===== config.mk =====
export PLATFORM = sky130hd
export DESIGN_NAME = eeprom_writer
export DESIGN_NICKNAME = d
export VERILOG_FILES = /design/src/rtl/eeprom_writer.sv
export SDC_FILE = /design/constraint.sdc
export NUM_CORES = 1
export LEC_CHECK = 0
export BUFFER_PORTS_ARGS = -buffer_cell sky130_fd_sc_hd__buf_2
export CAP_MARGIN = 20
export CORE_MARGIN = 2
export CORE_UTILIZATION = 50
export CTS_CLUSTER_DIAMETER = 200
export DETAILED_ROUTE_END_ITERATION = 8
export GPL_TIMING_DRIVEN = 0
export PLACE_DENSITY = 0.66
export SETUP_SLACK_MARGIN = 0.02
export SYNTH_ARGS = -nofsm -noshare
export SYNTH_HDL_FRONTEND = slang
export SYNTH_SLANG_ARGS = --single-unit
export TNS_END_PERCENT = 10

===== constraint.sdc =====
create_clock -name raw_clk -period 3.2 [get_ports raw_clk]
set_clock_uncertainty 0.2 [all_clocks]
set_input_delay 0.64 -clock raw_clk [delete_from_list [all_inputs] [get_ports raw_clk]]
set_output_delay 0.64 -clock raw_clk [all_outputs]
set_load 0.01 [all_outputs]

===== src/rtl/eeprom_writer.sv =====
// Write controller for the AT93C86A Microwire EEPROM (x8): EWEN, WRITE, busy poll, EWDS.
// Drives cs/clk/di from registers so the pins never glitch while the top-level mux owns them.
module eeprom_writer #(
    parameter int HALF_PERIOD    = 8,
    parameter int CS_LOW_CYCLES  = 4,
    parameter int TIMEOUT_CYCLES = 120000
) (
    input  logic        raw_clk,
    input  logic        reset_n,
    input  logic [10:0] address,
    input  logic [7:0]  data_in,
    input  logic        strobe,
    output logic        eeprom_cs,
    output logic        eeprom_clk,
    output logic        eeprom_di,
    input  logic        eeprom_do,
    output logic        ready,
    output logic        done,
    output logic        error
);

    localparam int              PH_MAX       = (HALF_PERIOD > CS_LOW_CYCLES) ? HALF_PERIOD : CS_LOW_CYCLES;
    localparam int              PH_W         = $clog2(PH_MAX + 1);
    localparam logic [PH_W-1:0] HALF_LAST    = PH_W'(HALF_PERIOD - 1);
    localparam logic [PH_W-1:0] GAP_LAST     = PH_W'(CS_LOW_CYCLES - 1);
    localparam logic [16:0]     TIMEOUT_LAST = 17'(TIMEOUT_CYCLES - 1);
    localparam logic [13:0]     EWEN_FRAME   = 14'b10011_000000000;
    localparam logic [13:0]     EWDS_FRAME   = 14'b10000_000000000;
    localparam logic [4:0]      CMD_LAST     = 5'd13;
    localparam logic [4:0]      WRITE_LAST   = 5'd21;

    typedef enum logic [3:0] {
        IDLE,
        EWEN_SHIFT,
        GAP_A,
        WRITE_SHIFT,
        GAP_B,
        POLL,
        GAP_C,
        EWDS_SHIFT,
        FINISH
    } state_t;

    state_t          state_q;
    logic [21:0]     frame_q;
    logic [13:0]     cmd_q;
    logic [4:0]      bit_cnt_q;
    logic [PH_W-1:0] ph_cnt_q;
    logic [16:0]     tmo_cnt_q;
    logic            cs_q;
    logic            clk_q;
    logic            di_q;
    logic            ready_q;
    logic            done_q;
    logic            error_q;

    logic is_write;
    logic last_bit;
    logic next_bit;
    logic ph_last;
    logic gap_last;

    assign is_write = (state_q == WRITE_SHIFT);
    assign last_bit = (bit_cnt_q == (is_write ? WRITE_LAST : CMD_LAST));
    assign next_bit = is_write ? frame_q[21] : cmd_q[13];
    assign ph_last  = (ph_cnt_q == HALF_LAST);
    assign gap_last = (ph_cnt_q == GAP_LAST);

    // NOTE: every register, the frame shifters included, sits on the async reset so di is never X on the pin.
    always_ff @(posedge raw_clk or negedge reset_n) begin
        if (!reset_n) begin
            state_q   <= IDLE;
            frame_q   <= '0;
            cmd_q     <= '0;
            bit_cnt_q <= '0;
            ph_cnt_q  <= '0;
            tmo_cnt_q <= '0;
            cs_q      <= 1'b0;
            clk_q     <= 1'b0;
            di_q      <= 1'b0;
            ready_q   <= 1'b1;
            done_q    <= 1'b0;
            error_q   <= 1'b0;
        end else begin
            // NOTE: done defaults low here so the single assignment entering FINISH yields a one-cycle pulse.
            done_q <= 1'b0;
            case (state_q)
                IDLE: begin
                    if (strobe) begin
                        frame_q   <= {3'b101, address, data_in};
                        cmd_q     <= {EWEN_FRAME[12:0], 1'b0};
                        di_q      <= EWEN_FRAME[13];
                        cs_q      <= 1'b1;
                        clk_q     <= 1'b0;
                        bit_cnt_q <= '0;
                        ph_cnt_q  <= '0;
                        error_q   <= 1'b0;
                        ready_q   <= 1'b0;
                        state_q   <= EWEN_SHIFT;
                    end
                end

                EWEN_SHIFT, WRITE_SHIFT, EWDS_SHIFT: begin
                    if (!ph_last) begin
                        ph_cnt_q <= ph_cnt_q + 1'b1;
                    end else begin
                        ph_cnt_q <= '0;
                        if (!clk_q) begin
                            clk_q <= 1'b1;
                        end else begin
                            clk_q <= 1'b0;
                            if (last_bit) begin
                                di_q <= 1'b0;
                                cs_q <= 1'b0;
                                case (state_q)
                                    EWEN_SHIFT:  state_q <= GAP_A;
                                    WRITE_SHIFT: state_q <= GAP_B;
                                    default: begin
                                        state_q <= FINISH;
                                        done_q  <= 1'b1;
                                    end
                                endcase
                            end else begin
                                // di only moves on the falling half, giving the EEPROM a full half period of setup.
                                bit_cnt_q <= bit_cnt_q + 5'd1;
                                di_q      <= next_bit;
                                if (is_write) frame_q <= {frame_q[20:0], 1'b0};
                                else          cmd_q   <= {cmd_q[12:0], 1'b0};
                            end
                        end
                    end
                end

                GAP_A: begin
                    if (gap_last) begin
                        ph_cnt_q  <= '0;
                        bit_cnt_q <= '0;
                        cs_q      <= 1'b1;
                        di_q      <= frame_q[21];
                        frame_q   <= {frame_q[20:0], 1'b0};
                        state_q   <= WRITE_SHIFT;
                    end else begin
                        ph_cnt_q <= ph_cnt_q + 1'b1;
                    end
                end

                GAP_B: begin
                    if (gap_last) begin
                        ph_cnt_q  <= '0;
                        tmo_cnt_q <= '0;
                        cs_q      <= 1'b1;
                        state_q   <= POLL;
                    end else begin
                        ph_cnt_q <= ph_cnt_q + 1'b1;
                    end
                end

                POLL: begin
                    // A ready sample in the final cycle wins over the timeout.
                    if (ph_last && eeprom_do) begin
                        ph_cnt_q <= '0;
                        cs_q     <= 1'b0;
                        state_q  <= GAP_C;
                    end else if (tmo_cnt_q == TIMEOUT_LAST) begin
                        ph_cnt_q <= '0;
                        cs_q     <= 1'b0;
                        error_q  <= 1'b1;
                        state_q  <= GAP_C;
                    end else begin
                        tmo_cnt_q <= tmo_cnt_q + 17'd1;
                        ph_cnt_q  <= ph_last ? '0 : ph_cnt_q + 1'b1;
                    end
                end

                GAP_C: begin
                    if (gap_last) begin
                        ph_cnt_q  <= '0;
                        bit_cnt_q <= '0;
                        cs_q      <= 1'b1;
                        di_q      <= EWDS_FRAME[13];
                        cmd_q     <= {EWDS_FRAME[12:0], 1'b0};
                        state_q   <= EWDS_SHIFT;
                    end else begin
                        ph_cnt_q <= ph_cnt_q + 1'b1;
                    end
                end

                FINISH: begin
                    ready_q <= 1'b1;
                    state_q <= IDLE;
                end

                default: begin
                    cs_q    <= 1'b0;
                    clk_q   <= 1'b0;
                    di_q    <= 1'b0;
                    ready_q <= 1'b1;
                    state_q <= IDLE;
                end
            endcase
        end
    end

    assign eeprom_cs  = cs_q;
    assign eeprom_clk = clk_q;
    assign eeprom_di  = di_q;
    assign ready      = ready_q;
    assign done       = done_q;
    assign error      = error_q;

endmodule


# [Word-level counts from Yosys, hierarchy flattened]
# Index checks and enable logic that the tools add are counted.
[word_totals] output_inout_bits=6 inputBits=23 word_cells=142 ff_bits=72
[classes] n_reduce_logical=26 eq_ne=28 mux=69 bitwise_logic=4 add_sub_neg=3
[op_table] op="22-bit 2-to-1 mux" count=6
[op_table] op="14-bit 2-to-1 mux" count=6
[op_table] op="22-bit one-hot mux with 3 select lines" count=1
[op_table] op="4-bit 2-to-1 mux" count=14
[op_table] op="17-bit 2-to-1 mux" count=3
[op_table] op="14-bit one-hot mux with 3 select lines" count=1
[op_table] op="17-bit one-hot mux with 2 select lines" count=1
[op_table] op="5-bit 2-to-1 mux" count=6
[op_table] op="2-bit != test (second input constant)" count=13
[op_table] op="4-bit one-hot mux with 6 select lines" count=1
[op_table] op="1-bit 2-to-1 mux" count=22
[op_table] op="7-bit AND reduction" count=3
[op_table] op="4-bit by 3-bit equality test with 1-bit output (second input constant)" count=5
[op_table] op="17-bit by 1-bit adder with 17-bit output (second input constant)" count=1
[op_table] op="17-bit equality test (second input constant)" count=1
[op_table] op="4-bit one-hot mux with 4 select lines" count=1
[op_table] op="5-bit one-hot mux with 3 select lines" count=1
[op_table] op="4-bit by 2-bit equality test with 1-bit output (second input constant)" count=3
[op_table] op="6-bit AND reduction" count=2
[op_table] op="1-bit one-hot mux with 5 select lines" count=2
[op_table] op="3-bit nonzero test" count=3
[op_table] op="3-bit OR reduction" count=3
[op_table] op="4-bit one-hot mux with 2 select lines" count=1
[op_table] op="4-bit AND reduction" count=2
[op_table] op="20 further kinds" count=28

# [Depth between registers and ports, before layout]
# Gate-level depths: netlist (run 1).
[depth] word_depth=7 ltp_mapped=9 ltp_nobuf=7

# [Least setup slack after synthesis (run 1)]
# No wires, ideal clock.
[synth_timing] path_kind="reg2reg" from="reg ph_cnt_q[0]" to="reg frame_q[10]" arrival_ps=2318 stages_incl_launch_ff=9 t_required_ps=2875 setup_time_ps=125 slack_ps=557 n_path_buf=2 period_less_slack_ps=2643 cell_sequence="dfrtp_1 ha_1 nor3b_4 nor3_1 or4_1 or3_1 buf_2 buf_6 mux2_4"
[synth_via] elab_chain_len=3 elab_cells_between_ends=5 cone_classes="eq/ne (4); reduce/logical (1)"
[synth_rtl] element="start: declaration" line="48" source="logic [PH_W-1:0] ph_cnt_q;"
[synth_rtl] element="start signal: assignment" line="105" source="ph_cnt_q <= ph_cnt_q + 1'b1;"
[synth_rtl] element="start signal: assignment" line="143" source="ph_cnt_q <= ph_cnt_q + 1'b1;"
[synth_rtl] element="start signal: assignment" line="154" source="ph_cnt_q <= ph_cnt_q + 1'b1;"
[synth_rtl] element="4-bit by 2-bit equality test with 1-bit output or 4-bit by 3-bit equality test with 1-bit output (tied branches)" line="67, 66"
[synth_rtl] element="2-bit != test (no source line)"
[synth_rtl] element="7-bit AND reduction (no source line) *"
[synth_rtl] element="end signal: assignment" line="90" source="frame_q <= {3'b101, address, data_in};"
[synth_rtl] element="end signal: assignment" line="127" source="if (is_write) frame_q <= {frame_q[20:0], 1'b0};"
[synth_rtl] element="end signal: assignment" line="140" source="frame_q <= {frame_q[20:0], 1'b0};"
[synth_rtl] element="end: declaration" line="45" source="logic [21:0] frame_q;"
# Mark *: on every way between the ends. The rest lies on a longest branch, timed or not.
# A chain may end at the register's enable or synchronous reset.

# [Final worst setup path (run 1)]
[layout_timing] from="reg ph_cnt_q[0]" to="reg frame_q[9]"
# The elaborated chain is that of the path after synthesis.

==> impl_metrics.env, run 1 <==
export IMPL_status="complete, no violations"
export IMPL_grt_max_degree=63
export IMPL_yosys_area_top_type="dfrtp_1"
export IMPL_layout_setup_ws_ps=236
export IMPL_drt_first_pass_iters=5
export IMPL_die_h_um=87.8
export IMPL_area_growth_pct=13.1
export IMPL_slew_viol_final=0
export IMPL_layout_min_cycle_time_ps=2960
export IMPL_syn_avg_cell_area_sq_um=10.3
export IMPL_route_vias_total=2759
export IMPL_holdCritPathClass="input port to async pin"
export IMPL_synth_edff_count=0
export IMPL_track_usage=0.212
export IMPL_drtIter0Drc=153
export IMPL_path_clk_slew_ps=80
export IMPL_tightest_slew_ps=773
export IMPL_grt_overflow_total=0
export IMPL_dp_slack_ps=273
export IMPL_synth_top_cells_by_count="dfrtp_1 (61), nand2_1 (27), mux2_2 (22), o21ai_0 (20), a21oi_1 (18)"
export IMPL_fin_util=0.584
export IMPL_layout_area_seq_sq_um=1550
export IMPL_final_cell_area_sq_um=3970
export IMPL_grt_antenna_before_repair=0
export IMPL_cts_buffers=9
export IMPL_clock_latency_ps=350
export IMPL_postPlaceCellArea_sq_um=3770
export IMPL_layout_drive_gt1_share=0.251
export IMPL_period_share=0.926
export IMPL_route_met3_wl_um=339
export IMPL_drt_wl_total_mm=7.38
export IMPL_gp_congestion=0.902
export IMPL_top_layer_used="met4"
export IMPL_io_buffers=28
export IMPL_tritoncts="done"
export IMPL_pin_count=29
export IMPL_total_power_mw=1.52
export IMPL_drv_cap=0
export IMPL_multi_input_comb_area_sq_um=1820
export IMPL_netlist_cell_type_count=51
export IMPL_final_nets=405
export IMPL_holdWs_ps=159
export IMPL_dieArea_sq_um=7700
export IMPL_num_fill_cells=580
export IMPL_clockBufferDepth=2
export IMPL_cp_required_ps=3240
export IMPL_drc=0
export IMPL_reg2regPathDepth=8
export IMPL_relSlewSlack=0.485
export IMPL_setup_tns_ps=0
export IMPL_syn_cell_area_sq_um=3510
export IMPL_root_buffer="clkbuf_8"
export IMPL_crit_start="ph_cnt_q[0]"
export IMPL_ys_warn_count=0
export IMPL_crit_arrival_ps=3000
export IMPL_met1_length_mm=3.56
export IMPL_timing_fmax_mhz=337
export IMPL_viasPerCell=5.76
export IMPL_timing_rr_start="ph_cnt_q[0]"
export IMPL_die_width_um=87.8
export IMPL_grt_pass1_vias=2639
export IMPL_finalHoldViolations=0
export IMPL_grt_pass1_wl_mm=12.7
export IMPL_clock_sinks=62
export IMPL_crit_path_end_kind="register"
export IMPL_avgRoutedWirePerCell_um=15.4
export IMPL_yosysMostFrequentCell="dfrtp_1"
export IMPL_rows=30
export IMPL_synthArstFlopShare=1.00
export IMPL_ir_worst_vdd_v=0.000177
export IMPL_synthFlopType="dfrtp_1"
export IMPL_antenna_left=0
export IMPL_p_leak_nw=1.81
export IMPL_cts_htree_levels=3
export IMPL_start_util=0.516
export IMPL_ctsHoldBuffers=0
export IMPL_dr_wl_met2_mm=3.35
export IMPL_synthesis_instances=339
export IMPL_path_class="register to register"
export IMPL_dp_cells=463
export IMPL_worstSetupStartpointType="register"
export IMPL_critPathMaxFanout=10
export IMPL_postCtsResizedCells=0
export IMPL_hpwl_mm=5.04
export IMPL_synth_seq_cells=62
export IMPL_post_synth_top_area_fraction=0.435
export IMPL_stdcell_count=479
export IMPL_power_density_nw_per_um2=383
export IMPL_post_cts_buffers=0
export IMPL_synth_area_top_cells="dfrtp_1 (44%), mux2_4 (7.3%), mux2_2 (7.1%), nand2_1 (2.9%), o21ai_0 (2.9%)"
export IMPL_synth_seq_area_share=0.443
export IMPL_rsz0062_at_grt="no"
export IMPL_syn_nets=366
export IMPL_setup_viol=0
export IMPL_core_area_sq_um=6790
export IMPL_n_antenna_cell=0
area by class of cell:
class	count	area share
flip-flops and latches	62	0.391
inverters	10	0.00946
clock inverters	7	0.0183
clock buffers	9	0.0312
repair buffers	28	0.0360
multi-input cells	247	0.459
plain buffers	20	0.0240
well taps	96	0.0303
path summary, 6_finish.rpt:
path	end	slack, ps
setup reg to reg	frame_q[9]	240
max in group asynchronous	bit_cnt_q[4]	2130
hold reg to reg	ready	290
hold / removal	eeprom_clk	160
min in group raw_clk	ready	290
setup / recovery	frame_q[9]	240
per-layer routing:
layer	GRT usage	vias up
li1	-	1346
met1	0.298	1324
met2	0.329	77
met3	0.0405	12
met4	0.0755	0
met5	0	-
cells in the final DEF (no fill, tap or decap), drive strengths merged, types with 9 or more instances in the layout:
cell type,n
inv,12
nor2,15
or3,13
nor3,11
nand2,27
buf,36
clkbuf,21
mux2,39
a21oi,18
or4,9
o21ai,20
dfrtp,61
o31ai,10
cells by family (layout without fill, tap and decap cells):
group / Yosys count / count (layout) / share of synthesized area
compound gates: 79 / 79 / 0.146
flops: 62 / 62 / 0.443
simple gates: 119 / 119 / 0.199
fa+ha+maj: 4 / 4 / 0.0143
mux: 45 / 45 / 0.160
buf+inv: 30 / 74 / 0.0378
power by group:
group / switching (mW) / internal, mW / leakage, nW
Sequential: 0.000318 / 0.784 / 0.809
Combinational: 0.0194 / 0.0110 / 0.910
Clock: 0.343 / 0.362 / 0.0960
Total: 0.363 / 1.16 / 1.81
worst max-delay path, cell delays in order, from the launching register on:
cell     delay [ps]
dfrtp_1         420
ha_1            290
nor3b_4         370
nor3_1           90
or4_1           460
or3_1           390
buf_2           170
buf_6           160
mux2_4          300
sequential cells by signal, summed over array words and instances, names as in the netlist:
name	cells
cmd_q	4
error	1
ready	1
state_q	4
done	1
ph_cnt_q	4
eeprom_clk	1
bit_cnt_q	5
tmo_cnt_q	17
frame_q	22
eeprom_di	1
eeprom_cs	1
(Power assumes the default switching activity.)
==> run 2, diff against run 1 <==
--- a/config.mk
+++ b/config.mk
@@ -8,12 +8,13 @@
 export BUFFER_PORTS_ARGS = -buffer_cell sky130_fd_sc_hd__buf_2
 export CAP_MARGIN = 20
 export CORE_MARGIN = 2
-export CORE_UTILIZATION = 50
+export CORE_UTILIZATION = 25
 export CTS_CLUSTER_DIAMETER = 200
 export DETAILED_ROUTE_END_ITERATION = 8
 export GPL_TIMING_DRIVEN = 0
-export PLACE_DENSITY = 0.66
+export PLACE_DENSITY = 0.47
 export SETUP_SLACK_MARGIN = 0.02
+export SLEW_MARGIN = 20
 export SYNTH_ARGS = -nofsm -noshare
 export SYNTH_HDL_FRONTEND = slang
 export SYNTH_SLANG_ARGS = --single-unit
==> run 2 against run 1 <==
  * Routed wire length rose by 12%
  * Hold slack gained 130 ps
  * Critical path depth decreased by 2
  * Sequential share of layout area is 2.4 points lower
  * Die area grew 95%
  * Largest cell class unchanged
  * Final cell count up 18%
  * Flip-flop and latch count is the same
  * Combinational power increased by 21%
==> impl_metrics.env, run 2 (synthesis results as in run 1) <==
export IMPL_die_h_um=122
export IMPL_avgRoutedWirePerCell_um=14.6
export IMPL_holdCritPathClass="register to register"
export IMPL_clockBufferDepth=2
export IMPL_io_buffers=28
export IMPL_period_share=0.926
export IMPL_cts_buffers=9
export IMPL_final_cell_area_sq_um=4220
export IMPL_stdcell_count=565
export IMPL_drc=0
export IMPL_layout_min_cycle_time_ps=2960
export IMPL_route_vias_total=2808
export IMPL_layout_setup_ws_ps=238
export IMPL_gp_congestion=0.871
export IMPL_grt_antenna_before_repair=0
export IMPL_pin_count=29
export IMPL_layout_drive_gt1_share=0.252
export IMPL_path_class="register to register"
export IMPL_mostFrequentLayoutCell="dfrtp_1"
export IMPL_holdWs_ps=289
export IMPL_grt_overflow_total=0
export IMPL_total_power_mw=1.83
export IMPL_grt_max_degree=48
export IMPL_worstSetupStartpointType="register"
export IMPL_post_cts_buffers=0
export IMPL_track_usage=0.120
export IMPL_cts_htree_levels=3
export IMPL_slew_viol_final=0
export IMPL_reg_largest_list="frame_q: 22 flops, tmo_cnt_q: 17 flops, bit_cnt_q: 5 flops"
export IMPL_finalHoldViolations=0
export IMPL_dp_slack_ps=232
export IMPL_core_area_sq_um=13800
export IMPL_top_register="frame_q"
export IMPL_crit_path_end_kind="register"
export IMPL_n_antenna_cell=0
export IMPL_power_density_nw_per_um2=433
export IMPL_drt_wl_total_mm=8.26
export IMPL_antenna_left=0
export IMPL_postCtsResizedCells=0
export IMPL_tritoncts="done"
export IMPL_setup_tns_ps=0
export IMPL_status="complete, no violations"
export IMPL_ctsHoldBuffers=1
export IMPL_setup_viol=0
export IMPL_grt_pass1_wl_mm=14.2
export IMPL_drt_first_pass_iters=4
export IMPL_drtIter0Drc=190
export IMPL_timing_fmax_mhz=338
export IMPL_rsz0062_at_grt="no"
export IMPL_clock_sinks=62
export IMPL_clock_latency_ps=330
export IMPL_area_growth_pct=20.4
export IMPL_postPlaceCellArea_sq_um=3900
export IMPL_largest_reg_flops=22
export IMPL_drv_cap=0
export IMPL_start_util=0.255
export IMPL_p_leak_nw=1.88
export IMPL_die_width_um=122
export IMPL_fin_util=0.307
export IMPL_path_clk_slew_ps=60
export IMPL_root_buffer="clkbuf_16"
export IMPL_cp_required_ps=3210
export IMPL_hpwl_mm=5.75
export IMPL_num_fill_cells=1497
export IMPL_dieArea_sq_um=15000
export IMPL_relSlewSlack=0.509
export IMPL_ir_worst_vdd_v=0.000209
export IMPL_crit_arrival_ps=2970
export IMPL_dp_cells=548
export IMPL_final_cell_mix="dfrtp_1 (61), buf_2 (31), nand2_1 (27), mux2_2 (22), o21ai_0 (20)"
export IMPL_tightest_slew_ps=736
export IMPL_rows=43
export IMPL_critPathMaxFanout=8
export IMPL_grt_pass1_vias=2800
export IMPL_final_nets=407
export IMPL_viasPerCell=4.97
==> run 2: cell types whose count changed in the layout (fill, tap and decap cells not counted), sizes merged <==
cell	previous run	this run
buf	36	37
inv	12	11
clkinvlp	2	3
clkbuf	21	22
dlygate4sd3	0	1
clkinv	2	1
==> run 2: area by class of cell <==
class | count | area, sq um | share of cell area
multi-input combinational | 247 | 1820 | 0.432
sequential | 62 | 1550 | 0.368
buffer | 20 | 95.1 | 0.0225
tap | 180 | 225 | 0.0533
clock inverter | 6 | 70.1 | 0.0166
clock buffer | 10 | 239 | 0.0566
timing repair buffer | 30 | 180 | 0.0427
inverter | 10 | 37.5 | 0.00889
==> run 2: path summary, 6_finish.rpt <==
kind / start / endpoint / slack [ps] / depth (start not counted)
setup reg to reg: tmo_cnt_q[0] / state_q[1] / 240 / 6
min in group asynchronous: reset_n / bit_cnt_q[1] / 520 / 2
hold / removal: error / error / 290 / 2
setup / recovery: tmo_cnt_q[0] / state_q[1] / 240 / 6
hold reg to reg: error / error / 290 / 2
max in group asynchronous: reset_n / ready / 1730 / 3
==> run 2: worst max-delay path, stage by stage, from the launching register on <==
cell	delay [ps]
dfrtp_1	430
ha_1	280
or4b_4	500
nor4_4	440
nor2_1	260
or3_1	450
o41ai_1	290
==> run 2: routing by layer <==
layer	share of wire	track usage	vias to the layer above
li1	-	-	1356
met1	0.48	0.166	1380
met2	0.46	0.182	58
met3	0.041	0.0242	14
met5	0	0	-
met4	0.019	0.0517	0
==> run 2: power breakdown <==
| part | leakage [nW] | switching, mW | internal, mW |
|---|---|---|---|
| clock | 0.141 | 0.380 | 0.628 |
| combinational | 0.927 | 0.0213 | 0.0153 |
| sequential | 0.809 | 0.000328 | 0.785 |
==> run 3, diff against run 2 <==
--- a/config.mk
+++ b/config.mk
@@ -5,6 +5,7 @@
 export SDC_FILE = /design/constraint.sdc
 export NUM_CORES = 1
 export LEC_CHECK = 0
+export ABC_AREA = 1
 export BUFFER_PORTS_ARGS = -buffer_cell sky130_fd_sc_hd__buf_2
 export CAP_MARGIN = 20
 export CORE_MARGIN = 2
==> run 3 against run 2 <==
  * Critical path depth rose by 4
  * Final area shrank 0.44%
  * Core utilization about the same
  * Via count is 7.8% higher
  * Clock power increased by 4%
  * Sequential share of layout area grew 0.16 points
==> impl_metrics.env, run 3 <==
export IMPL_path_class="register to register"
export IMPL_yosys_area_top_type="dfrtp_1"
export IMPL_holdCritPathClass="register to register"
export IMPL_crit_slowest_cell="dfrtp_1"
export IMPL_root_buffer="clkbuf_16"
export IMPL_clock_latency_ps=330
export IMPL_grt_max_degree=53
export IMPL_n_antenna_cell=0
export IMPL_grt_pass1_vias=2961
export IMPL_top_register="frame_q"
export IMPL_yosysMostFrequentCell="nand2_1"
export IMPL_timing_fmax_mhz=454
export IMPL_tritoncts="done"
export IMPL_die_width_um=122
export IMPL_drt_wl_total_mm=8.28
export IMPL_ys_warn_count=0
export IMPL_ir_worst_vdd_v=0.000417
export IMPL_worstSetupStartpointType="register"
export IMPL_clock_sinks=62
export IMPL_fin_util=0.306
export IMPL_netlist_cell_type_count=33
export IMPL_die_h_um=122
export IMPL_p_leak_nw=2.00
export IMPL_total_power_mw=4.07
export IMPL_crit_arrival_ps=2220
export IMPL_final_nets=530
export IMPL_start_util=0.254
export IMPL_syn_nets=489
export IMPL_synthArstFlopShare=1.00
export IMPL_path_clk_slew_ps=50
export IMPL_clockBufferDepth=2
export IMPL_drc=0
export IMPL_setup_viol=0
export IMPL_period_share=0.688
export IMPL_dieArea_sq_um=14900
export IMPL_grt_antenna_before_repair=0
export IMPL_postCtsResizedCells=0
export IMPL_synth_edff_count=0
export IMPL_grt_pass1_wl_mm=14.3
export IMPL_cp_required_ps=3210
export IMPL_relSlewSlack=0.714
export IMPL_finalHoldViolations=0
export IMPL_crit_family="simple AND/OR/NAND/NOR gates"
export IMPL_io_buffers=28
export IMPL_drv_cap=0
export IMPL_viasPerCell=4.40
export IMPL_layout_area_seq_sq_um=1550
export IMPL_drt_first_pass_iters=4
export IMPL_slew_viol_final=0
export IMPL_ctsHoldBuffers=1
export IMPL_drtIter0Drc=120
export IMPL_synthFlopType="dfrtp_1"
export IMPL_core_area_sq_um=13700
export IMPL_route_vias_total=3028
export IMPL_power_density_nw_per_um2=967
export IMPL_num_fill_cells=1489
export IMPL_multi_input_comb_area_sq_um=1700
export IMPL_layout_drive_gt1_share=0.183
export IMPL_cts_buffers=9
export IMPL_grt_overflow_total=0
export IMPL_synth_top_cells_by_count="nand2_1 (139), dfrtp_1 (61), nor2_1 (38), nand3_1 (34), o21ai_1 (34)"
export IMPL_post_cts_buffers=0
export IMPL_rsz0062_at_grt="no"
export IMPL_post_synth_top_area_fraction=0.438
export IMPL_cpPeakStageDelay_ps=350
export IMPL_setup_tns_ps=0
export IMPL_final_cell_mix="nand2_1 (139), dfrtp_1 (61), nor2_1 (38), buf_2 (35)"
export IMPL_gp_congestion=0.873
export IMPL_antenna_left=0
export IMPL_crit_path_end_kind="register"
export IMPL_layout_min_cycle_time_ps=2200
export IMPL_pin_count=29
export IMPL_largest_reg_flops=22
export IMPL_crit_chain="buf_2 -> nand2_1 -> inv_2 -> nand2_1 -> nand2_2 -> nor2_1 -> inv_2 -> buf_2 -> o21ai_0 -> o21ai_1"
export IMPL_synth_area_top_cells="dfrtp_1 (44%), nand2_1 (15%), nand3_1 (4.9%), o21ai_1 (4.9%), o21ai_0 (4.5%)"
export IMPL_track_usage=0.122
export IMPL_area_growth_pct=20.7
export IMPL_syn_cell_area_sq_um=3480
export IMPL_reg_largest_list="frame_q: 22 flops, tmo_cnt_q: 17 flops, bit_cnt_q: 5 flops"
export IMPL_crit_buf_inv=4
export IMPL_critPathMaxFanout=10
export IMPL_synth_seq_cells=62
export IMPL_regToRegSetupSlack_ps=1000
export IMPL_syn_avg_cell_area_sq_um=7.54
export IMPL_tightest_slew_ps=426
export IMPL_synthesis_instances=462
export IMPL_rows=43
export IMPL_mostFrequentLayoutCell="nand2_1"
export IMPL_status="complete, no violations"
export IMPL_cts_htree_levels=3
export IMPL_avgRoutedWirePerCell_um=12.0
export IMPL_synth_seq_area_share=0.446
export IMPL_hpwl_mm=6.03
run 3: metal layers:
metal,global-route usage,vias to the layer above,part of all wire,routed length (um)
li1,-,1588,-,-
met1,0.162,1380,0.49,4060
met2,0.191,49,0.45,3740
met3,0.0323,11,0.043,358
met4,0.0474,0,0.015,125
met5,0,-,0,0
run 3: worst min-delay path, stage by stage (launching register included):
cell and delay, ps:
dfrtp_1 330, nand2_1 50, nand2_1 50
run 3: kinds of logic (layout without fill, tap and decap cells):
| logic type | Yosys count | in the layout | synth area share |
|---|---|---|---|
| compound gates | 74 | 74 | 0.112 |
| xor+xnor | 13 | 13 | 0.0327 |
| fa+ha+maj | 4 | 4 | 0.0144 |
| buf+inv | 50 | 96 | 0.0658 |
| flops | 62 | 62 | 0.446 |
| mux | 1 | 1 | 0.00287 |
| simple gates | 258 | 258 | 0.326 |
run 3: stage by stage:
step | area [sq um] | cells | hold slack (ps) | setup WS [ps]
floorplan | 3480 | 462 | 144 | 1380
global placement | 3850 | 670 | 257 | 960
detailed placement | 3880 | 671 | 265 | 974
CTS | 4200 | 688 | 276 | 954
global route | 4200 | 688 | 312 | 734
finish | 4200 | 688 | 271 | 997
run 3: worst paths after layout:
check | end | depth (start not counted) | startpoint
min in group asynchronous | tmo_cnt_q[3] | 2 | reset_n
setup / recovery | frame_q[12] | 10 | state_q[0]
setup reg to reg | frame_q[12] | 10 | state_q[0]
max in group asynchronous | ready | 3 | reset_n
hold reg to reg | cmd_q[11] | 2 | cmd_q[11]
hold / removal | cmd_q[11] | 2 | cmd_q[11]
run 3: final cells by class:
class | count | share of cell area
multi-input cells | 350 | 0.404
clock inverters | 4 | 0.0167
flip-flops and latches | 62 | 0.369
clock buffers | 12 | 0.0586
plain buffers | 13 | 0.0214
repair buffers | 30 | 0.0429
inverters | 37 | 0.0330
well taps | 180 | 0.0536
run 3: report_power, final:
part | internal (mW) | switching (mW) | total [mW]
Sequential | 1.05 | 0.162 | 1.22
Combinational | 0.686 | 1.11 | 1.79
Clock | 0.701 | 0.353 | 1.05
Total | 2.44 | 1.62 | 4.07
